## config.mk

```make
export PLATFORM = sky130hd
export DESIGN_NAME = ucsbece152a_prog_counter
export DESIGN_NICKNAME = d
export VERILOG_FILES = /design/src/rtl/ucsbece152a_prog_counter.sv
export SDC_FILE = /design/constraint.sdc
export NUM_CORES = 1
export LEC_CHECK = 0
export ABC_AREA = 1
export CAP_MARGIN = 15
export CORE_MARGIN = 1
export CORE_UTILIZATION = 35
export DETAILED_ROUTE_END_ITERATION = 12
export PLACE_DENSITY = 0.64
export SYNTH_ARGS = -nofsm -noshare
export SYNTH_HDL_FRONTEND = slang
export SYNTH_SLANG_ARGS = --single-unit
```

## constraint.sdc

```tcl
create_clock -name clk -period 3.4 [get_ports clk]
set_input_delay 0.34 -clock clk [delete_from_list [all_inputs] [get_ports clk]]
set_output_delay 0.34 -clock clk [all_outputs]
set_load 0.01 [all_outputs]
```

## src/rtl/ucsbece152a_prog_counter.sv

```systemverilog
// Up/down counter with programmable terminal value, wrap/saturate/one-shot modes,
// and a registered boundary pulse. Define UCSBECE152A_COUNTER_PRESCALE_EN to step once per PRESCALE enabled cycles.
module ucsbece152a_prog_counter #(
   parameter int WIDTH    = 4,
   parameter int PRESCALE = 4
) (
   input  logic             clk,
   input  logic             rst,
   input  logic             enable_i,
   input  logic             dir_i,
   input  logic [1:0]       mode_i,
   input  logic [WIDTH-1:0] max_i,
   input  logic             clear_i,
   input  logic             load_i,
   input  logic [WIDTH-1:0] load_val_i,
   output logic [WIDTH-1:0] count_o,
   output logic             tc_o,
   output logic             done_o,
   output logic             at_max_o,
   output logic             at_zero_o
);

   typedef enum logic {
      ST_RUN  = 1'b0,
      ST_HALT = 1'b1
   } state_t;

   localparam logic [WIDTH-1:0] ONE = WIDTH'(1);

   state_t           state_r;
   logic [WIDTH-1:0] count_r;
   logic             tc_r;
   logic             done_r;
   logic             tick_s;
   logic             step_s;
   logic             boundary_s;
   logic [WIDTH-1:0] next_count_s;
   logic [WIDTH-1:0] load_sat_s;

`ifdef UCSBECE152A_COUNTER_PRESCALE_EN
   localparam int               DIV_W    = $clog2(PRESCALE) + 1;
   localparam logic [DIV_W-1:0] DIV_LAST = DIV_W'(PRESCALE - 1);
   localparam logic [DIV_W-1:0] DIV_ONE  = DIV_W'(1);

   logic [DIV_W-1:0] div_r;

   assign tick_s = (div_r == DIV_LAST);

   // Prescale divider: advances only on enabled RUN cycles, restarts on clear/load.
   always_ff @(posedge clk or posedge rst) begin
      if (rst) begin
         div_r <= '0;
      end else if (clear_i || load_i) begin
         div_r <= '0;
      end else if (enable_i && (state_r == ST_RUN)) begin
         div_r <= tick_s ? '0 : (div_r + DIV_ONE);
      end else begin
         div_r <= div_r;
      end
   end
`else
   assign tick_s = 1'b1;
`endif

   assign step_s     = enable_i && (state_r == ST_RUN) && tick_s;
   assign load_sat_s = (load_val_i > max_i) ? max_i : load_val_i;

   // Next count on a step; ">=" lets a lowered max_i still count as the upper boundary.
   always_comb begin
      next_count_s = count_r;
      boundary_s   = 1'b0;
      if (dir_i) begin
         boundary_s = (count_r == '0);
      end else begin
         boundary_s = (count_r >= max_i);
      end
      if (!boundary_s) begin
         next_count_s = dir_i ? (count_r - ONE) : (count_r + ONE);
      end else begin
         case (mode_i)
            2'b01:   next_count_s = count_r;
            2'b10:   next_count_s = count_r;
            default: next_count_s = dir_i ? max_i : '0;
         endcase
      end
   end

   // Count, pulse and one-shot FSM; clear beats load beats step.
   always_ff @(posedge clk or posedge rst) begin
      if (rst) begin
         count_r <= '0;
         tc_r    <= 1'b0;
         done_r  <= 1'b0;
         state_r <= ST_RUN;
      end else if (clear_i) begin
         count_r <= '0;
         tc_r    <= 1'b0;
         done_r  <= 1'b0;
         state_r <= ST_RUN;
      end else if (load_i) begin
         count_r <= load_sat_s;
         tc_r    <= 1'b0;
         done_r  <= 1'b0;
         state_r <= ST_RUN;
      end else if (step_s) begin
         count_r <= next_count_s;
         tc_r    <= boundary_s;
         if (boundary_s && (mode_i == 2'b10)) begin
            state_r <= ST_HALT;
            done_r  <= 1'b1;
         end else begin
            state_r <= state_r;
            done_r  <= done_r;
         end
      end else begin
         count_r <= count_r;
         tc_r    <= 1'b0;
         done_r  <= done_r;
         state_r <= state_r;
      end
   end

   assign count_o   = count_r;
   assign tc_o      = tc_r;
   assign done_o    = done_r;
   assign at_max_o  = (count_r >= max_i);
   assign at_zero_o = (count_r == '0);

endmodule

```

==> results.md <==
Route:
- The number of nets with antenna violations after detailed routing is 0.
- For this run, the detailed router's first-pass iteration total came to 4.
- Across all layers, the routed design uses 857 vias.
- The DRC violation count after routing is 0.
- Dividing the detail-routed via count by the number of cells gives 4.869.
- The mean routed wirelength per cell is 10.27 um.
- The starting DRC count in detailed routing is 18.
- Wires add up to 1808 um.

STA:
- The worst path needs 2.386 ns of the cycle, external delays included.
- The sum of negative setup slack is 0 ns.
- Setup violations remaining at the end of the flow were counted as 0.
- The transition time at the pin with the least slew margin is 0.4342 ns.
- The maximum achievable frequency is 419.2 MHz.
- Setup repair after global routing left no endpoint under its margin.
- The post-route clock skew is 0.0003654 ns.
- The worst path uses 70.17% of the clock period.
- The number of slew-limit violations in the final report was 0.
- The hold violation total from the final report is 0.
- Headroom to the max-slew limit came out at 70.96%.

Floorplan:
- The initial cell density of the core is 37.12%.
- Measured along the x axis, the die boundary spans 50.21 um.
- The core region is 2191 um2.
- The area of the die is 2521 um2.
- 24 I/O pins were placed.
- The number of placement rows is 17.
- The die is 50.21 um tall.

Place:
- The half-perimeter wire length after detailed placement is 1565 um.
- In this run the cell area measured after placement is 1060 um2.
- Routability-driven placement finished with a final weighted congestion of 0.8237.
- Port buffering added 23 buffers.

Clock network:
- In this run, post-CTS hold repair placed 0 buffers.
- The TritonCTS buffer count is 3.
- The root buffer cell chosen for the clock tree is sky130_fd_sc_hd__clkbuf_4.
- The number of sinks handled by clock tree synthesis is 6.
- The clock tree from TritonCTS is done.
- The clock passes through at most 2 buffers.
- The level count of the clock H-tree is 1.
- After clock tree synthesis, the clock-pin slew on the worst setup and hold paths is 0.04 ns.
- The number of gates resized after CTS was 0.
- After clock tree synthesis, the setup repair step added 0 buffers.
- Clock latency on the worst-skew pair, taken at its later pin, is 0.24 ns.

Layout:
- The final standard cell utilization of the core is 49.40%.
- The total number of nets in the final design is 178.
- The post-synthesis to final-layout area growth is 33.08%.
- The antenna diode count is 0.
- The area of all placed cells without fillers is 1082 um2.
- The fraction of final layout cells with drive strength greater than 1 is 7.432%.
- The layout has 228 filler cells.

Global routing:
- In the global route stage, overall resource usage came out at 16.71%.
- Summed over all layers, the global routing overflow is 0.
- The maximum number of pins on one net before global-route repair is 12.
- The number of global-route vias before repair is 790.
- The first-pass GRT wire length is 3146 um.
- The initial antenna violation count was 0.

Synth:
- The most used flip-flop cell after synthesis is sky130_fd_sc_hd__dfrtp_1.
- The number of enable-type register cells in the synthesized netlist is 0.
- The number of synthesized register bits is 6.
- The fraction of the yosys area taken by sequential cells is 18.46%.
- The average instance in the mapped netlist occupies 6.559 um2.
- The fraction of synthesized cell area taken by the top area cell type is 18.46%.
- In the post-synthesis netlist, the biggest area contributors are sky130_fd_sc_hd__dfrtp_1 (18%), sky130_fd_sc_hd__ha_1 (17%), sky130_fd_sc_hd__nand2_1 (14%), sky130_fd_sc_hd__nand3_1 (12%), sky130_fd_sc_hd__inv_1 (9.7%).
- The number of standard cells after synthesis is 124.
- The async set-or-reset flop fraction in the synthesized netlist is 100.0%.
- After synthesis the cells add up to 813.3 um2.
- The warning count from the yosys run is 0.
- The post-synthesis cell type with the largest combined area is sky130_fd_sc_hd__dfrtp_1.
- When the netlist entered floorplanning its net count stood at 152.
- The count of different cell masters after synthesis is 22.

Critical path:
- The kind of cell with the highest combined delay along the critical path is buffers and inverters.
- The critical path is of the input pin to primary output type.
- The endpoint arrival time on the critical path is 2.05 ns.
- The kind of end point of the critical path is a primary output.
- The worst setup path is launched from an input pin.
- In this design, the stage delay of the slowest critical-path cell is 0.54 ns.
- Across all register-to-register paths, the minimum setup slack is 1.69 ns.
- Counting both buffers and inverters, the worst setup path holds a total of 4.
- For this design, the slowest cell found on the critical path is sky130_fd_sc_hd__clkdlybuf4s50_1.
- The number of cells on the worst reg-to-reg path is 12.
- The signal on the critical path passes through clkdlybuf4s50_1 -> inv_1 -> ha_1 -> nand2_1 -> inv_1 -> nand2_1 -> nand3_1 -> clkdlybuf4s50_1.
- The critical path depth is 8.
- At the worst endpoint, the required time is 3.06 ns.
- The maximum fanout along the worst path is 3.

Pwr:
- In this run the static leakage power is 0.5800 nW.
- The power density relative to cell area is 328.8 nW/um2.
- Across the VDD grid, the largest voltage drop is 0.2037 mV.

Run:
- The number of maximum-capacitance violations is 0.

Min path:
- The class of the most critical hold timing path is input pin to async pin.

Status:
- The flow ran to the end, and the final reports show no timing, DRC or antenna violations.
[flip-flops by register name, summed over array words and instances (netlist names)]
signal,cells
done_o,1
count_o,4
tc_o,1
[cells in the mapped netlist, types with 2 or more instances]
cell	number
sky130_fd_sc_hd__nand2_2	2
sky130_fd_sc_hd__o21ai_0	3
sky130_fd_sc_hd__a31oi_1	2
sky130_fd_sc_hd__ha_1	11
sky130_fd_sc_hd__nand3_1	19
sky130_fd_sc_hd__inv_1	21
sky130_fd_sc_hd__xnor2_1	2
sky130_fd_sc_hd__a21boi_0	2
sky130_fd_sc_hd__dfrtp_1	6
sky130_fd_sc_hd__inv_2	2
sky130_fd_sc_hd__nor2_1	9
sky130_fd_sc_hd__nand2_1	31
sky130_fd_sc_hd__a21oi_1	5
[metal layers]
layer	GRT usage, %	wire (um)	vias up
met5	0	0	-
met1	20.52	776	382
met4	9.048	0	0
met3	2.727	101	0
li1	-	-	447
met2	27.56	931	28
[placed cells by master (no fill, tap or decap), types with 2 or more instances in the layout]
cell                              instances
sky130_fd_sc_hd__a21boi_0                 2
sky130_fd_sc_hd__a21oi_1                  5
sky130_fd_sc_hd__a31oi_1                  2
sky130_fd_sc_hd__clkbuf_4                 3
sky130_fd_sc_hd__clkdlybuf4s50_1         23
sky130_fd_sc_hd__dfrtp_1                  6
sky130_fd_sc_hd__ha_1                    11
sky130_fd_sc_hd__inv_1                   21
sky130_fd_sc_hd__inv_2                    2
sky130_fd_sc_hd__nand2_1                 31
sky130_fd_sc_hd__nand2_2                  2
sky130_fd_sc_hd__nand3_1                 19
sky130_fd_sc_hd__nor2_1                   9
sky130_fd_sc_hd__o21ai_0                  3
sky130_fd_sc_hd__xnor2_1                  2
[through the flow]
stage | hold WS [ns] | power, mW | setup WS (ns) | instances
after floorplan | 0.1310 | 0.2183 | 1.855 | 124
after global placement | 0.5548 | 0.2934 | 1.030 | 173
after CTS | 0.2995 | 0.3628 | 0.9873 | 176
after detailed placement | 0.5586 | 0.2968 | 0.9889 | 173
final | 0.3037 | 0.3559 | 1.014 | 176
after global routing | 0.3367 | 0.3908 | 0.8932 | 176
[logic make-up after synthesis]
family	after synthesis	synth area share (%)
AND/OR/NAND/NOR	66	37.69
buffers and inverters	25	12.92
AO/OA/AOI/OAI	12	8.306
adder cells (fa/ha/maj)	12	19.38
flip-flops	6	18.46
XOR/XNOR	3	3.231
[where the power goes]
part | total [mW] | switching [mW] | internal (mW)
sequential | 0.0943 | 0.0141 | 0.0802
combinational | 0.200 | 0.105 | 0.0949
clock | 0.0618 | 0.0221 | 0.0397
total | 0.356 | 0.141 | 0.215
[worst paths after layout]
path	from	to
max	max_i[1]	at_max_o
min	rst	count_o[1]
min reg2reg	done_o	tc_o
min in group clk	done_o	tc_o
max in group asynchronous	rst	count_o[2]
max reg2reg	count_o[0]	count_o[2]
[layout make-up]
class | count | area (um2) | area share, %
clock buffer | 3 | 22.52 | 2.081
inverter | 23 | 86.33 | 7.977
timing repair buffer | 23 | 230.2 | 21.27
multi-input combinational | 93 | 558.0 | 51.56
sequential | 6 | 150.1 | 13.87
tap | 28 | 35.03 | 3.237
No activity file was read; power rests on OpenSTA's default activity.
